[config.mk]
export PLATFORM = sky130hd
export DESIGN_NAME = multicycle_control_flat
export DESIGN_NICKNAME = d
export VERILOG_FILES = /design/src/rtl/multicycle_control_pkg.sv /design/src/rtl/multicycle_control_if.sv /design/src/rtl/multicycle_control_wait_timer.sv /design/src/rtl/multicycle_control.sv /design/src/flat_wrapper.sv
export SDC_FILE = /design/constraint.sdc
export NUM_CORES = 1
export LEC_CHECK = 0
export BUFFER_PORTS_ARGS = -buffer_cell sky130_fd_sc_hd__buf_2
export CORE_MARGIN = 2
export CORE_UTILIZATION = 51
export DETAILED_ROUTE_END_ITERATION = 6
export PLACE_DENSITY_LB_ADDON = 0.3
export SLEW_MARGIN = 20
export SYNTH_ARGS = -nofsm -noshare
export SYNTH_HDL_FRONTEND = slang
export SYNTH_SLANG_ARGS = --single-unit
[constraint.sdc]
create_clock -name sysclk -period 2.4 [get_ports sysclk]
set_input_delay 0 -clock sysclk [delete_from_list [all_inputs] [get_ports sysclk]]
set_output_delay 0 -clock sysclk [all_outputs]
set_load 0.02 [all_outputs]
[src/rtl/multicycle_control_pkg.sv]
// Shared encodings for the multicycle RISC-style control unit.
// States, supported opcodes and the legality check used by the decoder.
package riscv_ctrl_pkg;

    localparam int unsigned INSTR_W = 32;
    localparam int unsigned OPC_W   = 7;
    localparam int unsigned STATE_W = 3;
    localparam int unsigned TMR_W   = 8;

    typedef enum logic [STATE_W-1:0] {
        ST_FETCH  = 3'd0,
        ST_DECODE = 3'd1,
        ST_EXEC   = 3'd2,
        ST_MEM    = 3'd3,
        ST_WB     = 3'd4,
        ST_FAULT  = 3'd7
    } state_t;

    localparam logic [OPC_W-1:0] OP_LOAD   = 7'h03;
    localparam logic [OPC_W-1:0] OP_ALUI   = 7'h13;
    localparam logic [OPC_W-1:0] OP_STORE  = 7'h23;
    localparam logic [OPC_W-1:0] OP_ALUR   = 7'h33;
    localparam logic [OPC_W-1:0] OP_BRANCH = 7'h63;

    function automatic logic is_legal(input logic [OPC_W-1:0] op);
        return (op == OP_LOAD) || (op == OP_ALUI) || (op == OP_STORE) ||
               (op == OP_ALUR) || (op == OP_BRANCH);
    endfunction

endpackage

[src/rtl/multicycle_control_if.sv]
// Memory handshake, datapath strobes and status bundle of the control unit.
// master = controller side, slave = datapath/memory/environment side.
interface multicycle_control_if #(
    parameter int unsigned CNT_W = 32
);
    import riscv_ctrl_pkg::*;

    logic [INSTR_W-1:0] instr_in;
    logic               imem_ready;
    logic               dmem_ready;
    logic               branch_taken;
    logic               imem_req;
    logic               ir_write;
    logic               dmem_read;
    logic               dmem_write;
    logic               alu_src_imm;
    logic               reg_write;
    logic               mem_to_reg;
    logic               pc_write;
    logic               pc_src_branch;
    logic [STATE_W-1:0] state;
    logic               illegal;
    logic               fault;
    logic [CNT_W-1:0]   retire_count;

    modport master (
        input  instr_in, imem_ready, dmem_ready, branch_taken,
        output imem_req, ir_write, dmem_read, dmem_write, alu_src_imm,
               reg_write, mem_to_reg, pc_write, pc_src_branch,
               state, illegal, fault, retire_count
    );

    modport slave (
        output instr_in, imem_ready, dmem_ready, branch_taken,
        input  imem_req, ir_write, dmem_read, dmem_write, alu_src_imm,
               reg_write, mem_to_reg, pc_write, pc_src_branch,
               state, illegal, fault, retire_count
    );

endinterface

[src/rtl/multicycle_control_wait_timer.sv]
// Counts consecutive not-ready cycles of a memory handshake.
// expired flags the TIMEOUT-th such cycle; a ready in that cycle wins.
module wait_timer
    import riscv_ctrl_pkg::*;
#(
    parameter int unsigned TIMEOUT = 16
) (
    input  logic sysclk,
    input  logic reset,
    input  logic clear,
    input  logic wait_en,
    input  logic ready,
    output logic expired
);

    logic [TMR_W-1:0] count;

    always_ff @(posedge sysclk or posedge reset) begin
        if (reset) begin
            count <= '0;
        end else if (clear) begin
            count <= '0;
        end else if (wait_en && !ready) begin
            count <= count + TMR_W'(1);
        end
    end

    assign expired = wait_en && !ready && (count == TMR_W'(TIMEOUT - 1));

endmodule

[src/rtl/multicycle_control.sv]
// Multicycle control FSM: fetch/decode/exec/mem/wb sequencing, sticky error
// flags and a retired-instruction counter.
module multicycle_control
    import riscv_ctrl_pkg::*;
#(
    parameter int unsigned TIMEOUT = 16,
    parameter int unsigned CNT_W   = 32
) (
    input  logic                 sysclk,
    input  logic                 reset,
    multicycle_control_if.master bus
);

    state_t             state;
    state_t             state_next;
    logic [OPC_W-1:0]   opcode;
    logic               illegal_q;
    logic               fault_q;
    logic [CNT_W-1:0]   retire_q;

    logic imem_req_c, ir_write_c, dmem_read_c, dmem_write_c, alu_src_imm_c;
    logic reg_write_c, mem_to_reg_c, pc_write_c, pc_src_branch_c;
    logic retire_c, set_illegal_c, set_fault_c;
    logic timer_wait_en, timer_ready, timer_clear, timer_expired;
    logic unused_instr_bits;

    assign unused_instr_bits = ^bus.instr_in[INSTR_W-1:OPC_W];

    // Handshake being timed is chosen by state alone, so no loop through the FSM.
    assign timer_wait_en = (state == ST_FETCH) || (state == ST_MEM);
    assign timer_ready   = (state == ST_MEM) ? bus.dmem_ready : bus.imem_ready;
    assign timer_clear   = (state_next != state) &&
                           ((state_next == ST_FETCH) || (state_next == ST_MEM));

    wait_timer #(
        .TIMEOUT (TIMEOUT)
    ) u_wait_timer (
        .sysclk  (sysclk),
        .reset   (reset),
        .clear   (timer_clear),
        .wait_en (timer_wait_en),
        .ready   (timer_ready),
        .expired (timer_expired)
    );

    always_ff @(posedge sysclk or posedge reset) begin
        if (reset) begin
            state <= ST_FETCH;
        end else begin
            state <= state_next;
        end
    end

    always_comb begin
        state_next      = state;
        imem_req_c      = 1'b0;
        ir_write_c      = 1'b0;
        dmem_read_c     = 1'b0;
        dmem_write_c    = 1'b0;
        alu_src_imm_c   = 1'b0;
        reg_write_c     = 1'b0;
        mem_to_reg_c    = 1'b0;
        pc_write_c      = 1'b0;
        pc_src_branch_c = 1'b0;
        retire_c        = 1'b0;
        set_illegal_c   = 1'b0;
        set_fault_c     = 1'b0;

        case (state)
            ST_FETCH: begin
                imem_req_c = 1'b1;
                if (bus.imem_ready) begin
                    ir_write_c = 1'b1;
                    state_next = ST_DECODE;
                end else if (timer_expired) begin
                    set_fault_c = 1'b1;
                    state_next  = ST_FAULT;
                end
            end
            ST_DECODE: begin
                if (is_legal(opcode)) begin
                    state_next = ST_EXEC;
                end else begin
                    set_illegal_c = 1'b1;
                    pc_write_c    = 1'b1;
                    state_next    = ST_FETCH;
                end
            end
            ST_EXEC: begin
                alu_src_imm_c = (opcode == OP_LOAD) || (opcode == OP_ALUI) ||
                                (opcode == OP_STORE);
                if ((opcode == OP_LOAD) || (opcode == OP_STORE)) begin
                    state_next = ST_MEM;
                end else if ((opcode == OP_ALUI) || (opcode == OP_ALUR)) begin
                    state_next = ST_WB;
                end else begin
                    pc_write_c      = 1'b1;
                    pc_src_branch_c = bus.branch_taken;
                    retire_c        = 1'b1;
                    state_next      = ST_FETCH;
                end
            end
            ST_MEM: begin
                dmem_read_c  = (opcode == OP_LOAD);
                dmem_write_c = (opcode == OP_STORE);
                if (bus.dmem_ready) begin
                    if (opcode == OP_LOAD) begin
                        state_next = ST_WB;
                    end else begin
                        pc_write_c = 1'b1;
                        retire_c   = 1'b1;
                        state_next = ST_FETCH;
                    end
                end else if (timer_expired) begin
                    set_fault_c = 1'b1;
                    state_next  = ST_FAULT;
                end
            end
            ST_WB: begin
                reg_write_c  = 1'b1;
                mem_to_reg_c = (opcode == OP_LOAD);
                pc_write_c   = 1'b1;
                retire_c     = 1'b1;
                state_next   = ST_FETCH;
            end
            ST_FAULT: begin
                state_next = ST_FAULT;
            end
            default: begin
                state_next = ST_FETCH;
            end
        endcase
    end

    // Opcode capture, sticky flags and retire counter.
    always_ff @(posedge sysclk or posedge reset) begin
        if (reset) begin
            opcode    <= '0;
            illegal_q <= 1'b0;
            fault_q   <= 1'b0;
            retire_q  <= '0;
        end else begin
            if (ir_write_c) begin
                opcode <= bus.instr_in[OPC_W-1:0];
            end
            if (set_illegal_c) begin
                illegal_q <= 1'b1;
            end
            if (set_fault_c) begin
                fault_q <= 1'b1;
            end
            if (retire_c) begin
                retire_q <= retire_q + CNT_W'(1);
            end
        end
    end

    // Strobes are forced low while reset is held; imem_req simply tracks FETCH.
    assign bus.imem_req      = imem_req_c;
    assign bus.ir_write      = ir_write_c      & ~reset;
    assign bus.dmem_read     = dmem_read_c     & ~reset;
    assign bus.dmem_write    = dmem_write_c    & ~reset;
    assign bus.alu_src_imm   = alu_src_imm_c   & ~reset;
    assign bus.reg_write     = reg_write_c     & ~reset;
    assign bus.mem_to_reg    = mem_to_reg_c    & ~reset;
    assign bus.pc_write      = pc_write_c      & ~reset;
    assign bus.pc_src_branch = pc_src_branch_c & ~reset;
    assign bus.state         = state;
    assign bus.illegal       = illegal_q;
    assign bus.fault         = fault_q;
    assign bus.retire_count  = retire_q;

endmodule

[src/flat_wrapper.sv]
// flat-port wrapper written by rule: the top's interface ports become plain ports
module multicycle_control_flat import riscv_ctrl_pkg::*;
#(
    parameter int unsigned TIMEOUT = 16,
    parameter int unsigned CNT_W   = 32
)
  (sysclk, reset, bus_instr_in, bus_imem_ready, bus_dmem_ready, bus_branch_taken, bus_imem_req, bus_ir_write, bus_dmem_read, bus_dmem_write, bus_alu_src_imm, bus_reg_write, bus_mem_to_reg, bus_pc_write, bus_pc_src_branch, bus_state, bus_illegal, bus_fault, bus_retire_count);
  multicycle_control_if #(.CNT_W(CNT_W)) bus_i ();
  input  logic sysclk;
  input  logic reset;
  input wire logic [$bits(bus_i.instr_in)-1:0] bus_instr_in;
  input wire logic [$bits(bus_i.imem_ready)-1:0] bus_imem_ready;
  input wire logic [$bits(bus_i.dmem_ready)-1:0] bus_dmem_ready;
  input wire logic [$bits(bus_i.branch_taken)-1:0] bus_branch_taken;
  output wire logic [$bits(bus_i.imem_req)-1:0] bus_imem_req;
  output wire logic [$bits(bus_i.ir_write)-1:0] bus_ir_write;
  output wire logic [$bits(bus_i.dmem_read)-1:0] bus_dmem_read;
  output wire logic [$bits(bus_i.dmem_write)-1:0] bus_dmem_write;
  output wire logic [$bits(bus_i.alu_src_imm)-1:0] bus_alu_src_imm;
  output wire logic [$bits(bus_i.reg_write)-1:0] bus_reg_write;
  output wire logic [$bits(bus_i.mem_to_reg)-1:0] bus_mem_to_reg;
  output wire logic [$bits(bus_i.pc_write)-1:0] bus_pc_write;
  output wire logic [$bits(bus_i.pc_src_branch)-1:0] bus_pc_src_branch;
  output wire logic [$bits(bus_i.state)-1:0] bus_state;
  output wire logic [$bits(bus_i.illegal)-1:0] bus_illegal;
  output wire logic [$bits(bus_i.fault)-1:0] bus_fault;
  output wire logic [$bits(bus_i.retire_count)-1:0] bus_retire_count;
  assign bus_i.instr_in = bus_instr_in;
  assign bus_i.imem_ready = bus_imem_ready;
  assign bus_i.dmem_ready = bus_dmem_ready;
  assign bus_i.branch_taken = bus_branch_taken;
  assign bus_imem_req = bus_i.imem_req;
  assign bus_ir_write = bus_i.ir_write;
  assign bus_dmem_read = bus_i.dmem_read;
  assign bus_dmem_write = bus_i.dmem_write;
  assign bus_alu_src_imm = bus_i.alu_src_imm;
  assign bus_reg_write = bus_i.reg_write;
  assign bus_mem_to_reg = bus_i.mem_to_reg;
  assign bus_pc_write = bus_i.pc_write;
  assign bus_pc_src_branch = bus_i.pc_src_branch;
  assign bus_state = bus_i.state;
  assign bus_illegal = bus_i.illegal;
  assign bus_fault = bus_i.fault;
  assign bus_retire_count = bus_i.retire_count;
  multicycle_control #(.TIMEOUT(TIMEOUT), .CNT_W(CNT_W)) u_core (.sysclk(sysclk), .reset(reset), .bus(bus_i));
endmodule
==> results_dict.tcl <==
set metrics [dict create \
    rsz0062_at_grt "false" \
    path_clk_slew_ps 90 \
    drc 0 \
    grtUsageMet1_pct 25.94 \
    synth_warnings 0 \
    cp_slowest_cell "dfrtp_1" \
    cts_max_level 2 \
    clock_skew_ps 3.349 \
    required_ps 2560 \
    fmax_mhz 498.5 \
    relSlewSlack_pct 59.62 \
    grt_use_total_pct 19.26 \
    antenna_left 0 \
    worstPathCellList "nor4bb_4, o2111a_2, mux2i_1, o221ai_4, a21oi_1" \
    hold_viol_final 0 \
    internal-power_uw 1256 \
    r2r_start "u_core.bus.state[0]" \
    power_density_mw_per_mm2 550.3 \
    die_x_um 77.49 \
    viasPerCell 5.259 \
    switching_share_pct 29.96 \
    vias 2088 \
    crit_path_end_kind "flop" \
    worst-setup-path-type "reg -> reg" \
    cts_tree "built" \
    die_area_sq_mm 0.006004 \
    cp.arrival_ps 2170 \
    critPathMaxStageDelay_ps 640 \
    yosysSeqAreaShare_pct 47.25 \
    syn_nets 298 \
    routabilityCongestion 0.7860 \
    met2_usage_pct 30.00 \
    slew_violations 0 \
    grt_pass1_wl_um 9239 \
    worstPathMaxFanout 13 \
    clock-root-buffer "clkbuf_8" \
    busiest_layer "met2" \
    io_buffers 57 \
    grt_overflow 0 \
    cap_violations 0 \
    n_fill_cell 436 \
    use_met3_pct 5.698 \
    layout_common_cells "buf_2 (57), dfrtp_1 (52), nand2_1 (31), xor2_1 (24), nor2_1 (17)" \
    syn-cell-area_sq_mm 0.002754 \
    place_hpwl_um 3955 \
    holdWs_ps 172.1 \
    area_delta_synth_final_pct 18.36 \
    cp-start-kind "flop" \
    setup_viol 0 \
    wirelength_um 5461 \
    layout.nets 366 \
    grt_max_degree 33 \
    boundaryPins 83 \
    cts_made_buffers 5 \
    cts_hold_buf 8 \
    n_antenna_cell 0 \
    pwr-share-clk_pct 26.7 \
    dr.pass1.iters 4 \
    postSynthCellCount 259 \
    clkSinkCount 52 \
    initial_core_util_pct 53.24 \
    worst-path-buf-inv 0 \
    final_layout_size_suffix_gt1_share_pct 27.83 \
    ctsLongestPathBuffers 2 \
    fin_crit_sh_pct 83.58 \
    postCtsSetupRepairBufs 0 \
    synth.distinct_cells 49 \
    rows 26 \
    worst_pin_slew_ps 602.4 \
    ys_ff_latch 52 \
    pwr-share-seq_pct 57.7 \
    final_util_pct 63.01 \
    die_h_um 77.49 \
    drt-initial-drc-count 88 \
    fin_crit_ps 2006 \
    setup-tns-final_ps 0 \
    grt_pass1_vias 2028 \
    outcome "finished, final reports clean" \
    instances_no_fill 397 \
    core-area_sq_mm 0.005172 \
    holdCritStartpoint "bus_imem_ready" \
    syn-mean-instance-area_sq_um 10.63 \
    power_frac_comb_pct 15.6 \
    ir_drop_uv 340.5 \
    p_switching_uw 537.4 \
    crit_family "compound AO/OA/AOI/OAI gates" \
    crit_start "u_core.bus.state[0]" \
    hold_path_class "in -> reg" \
    clock_latency_ps 300 \
    final_common_cell "buf_2" \
    p_leak_uw 0.001649 \
    wire_per_inst_um 13.76 \
    antenna_found_initial 0 \
    placed_cells 382 \
    cts_resized 0 \
]
kinds of logic after synthesis:
| kind of cell | count (synthesis) | share of synthesized area [%] |
|---|---|---|
| DFF | 52 | 47.25 |
| and+or+nand+nor | 123 | 27.31 |
| adders and majority gates | 2 | 0.9085 |
| buffers and inverters | 17 | 2.953 |
| muxes | 3 | 1.136 |
| AOI/OAI and AO/OA | 24 | 8.361 |
| xor gates and xnor gates | 38 | 12.09 |
cell usage after synthesis (all sizes together):
cell type  number  area (sq um)
a2111oi         1         8.760
a211o           1         10.01
a21oi           9         45.04
a2bb2oi         1         8.760
and2            6         37.54
and3            9         56.30
and4            5         43.79
and4b           1         10.01
buf             5         36.28
clkbuf          1         3.750
dfrtp          52          1301
ha              2         25.02
inv            11         41.29
mux2            1         11.26
mux2i           2         20.02
nand2          32         122.6
nand2b          6         37.54
nand3           6         30.03
nand4          10         68.81
nand4bb         1         27.53
nor2           17         63.81
nor2b           2         12.51
nor3           16         116.4
nor3b           1         7.510
nor4            5         58.80
nor4b           1         8.760
nor4bb          1         25.02
o2111a          1         12.51
o211a           1         17.52
o211ai          2         28.78
o21a            1         7.510
o21ai           3         26.28
o221ai          1         26.28
o311a           1         21.27
o31a            1         8.760
o41ai           1         8.760
or2             4         25.02
xnor2          14         122.6
xor2           24         210.2
registers in the layout, indices dropped and copies added, names as in the netlist:
signal                     cells
u_core.u_wait_timer.count      8
u_core.bus.state               3
u_core.bus.fault               1
u_core.opcode                  7
u_core.bus.illegal             1
u_core.bus.retire_count       32
layout make-up:
type / instances / area, sq um / area share, %
Clock inverter: 1 / 5.005 / 0.1536
Multi-Input combinational cell: 190 / 1371 / 42.07
Tap cell: 70 / 87.58 / 2.687
Inverter: 11 / 41.29 / 1.267
Timing Repair Buffer: 67 / 380.4 / 11.67
Clock buffer: 6 / 72.57 / 2.226
Sequential cell: 52 / 1301 / 39.92
per-stage QoR:
stage                     instance area [sq um]  setup WS (ps)  power [uW]
after floorplan                            2754          393.3        1232
after global placement                     3102          432.1        1315
after detailed placement                   3102          381.5        1328
after CTS                                  3259          378.1        1817
after global routing                       3259          251.6        1888
final                                      3259          394.0        1794
tightest hold or removal path, stage by stage:
cell and delay, ps:
buf_2 100, nand2_1 190, o211ai_1 150
worst paths after layout:
check	endpoint	slack, ps	depth (start not counted)
worst max-delay path	u_core.u_wait_timer.count[2]	390	5
worst min-delay path	u_core.bus.state[0]	170	3
worst max register to register	u_core.u_wait_timer.count[2]	390	5
worst min register to register	u_core.bus.retire_count[31]	470	1
max in group asynchronous	u_core.bus.retire_count[11]	1310	4
min in group asynchronous	u_core.u_wait_timer.count[3]	310	3
power groups by stage:
stage	Sequential, uW	Combinational, uW	Clock (uW)
CTS	1040	287	494
detailed placement	1050	276	0
floorplan	1060	171	0
global route	1050	312	525
finish	1040	280	478
global placement	1050	268	0
routing by layer:
layer  share of wire [%]  vias up
met5                   0        -
met2                  46       52
met4                 1.2        0
met1                  46     1001
li1                    -     1029
met3                 6.1        6
Note: power is estimated with default switching activity, not from simulation.
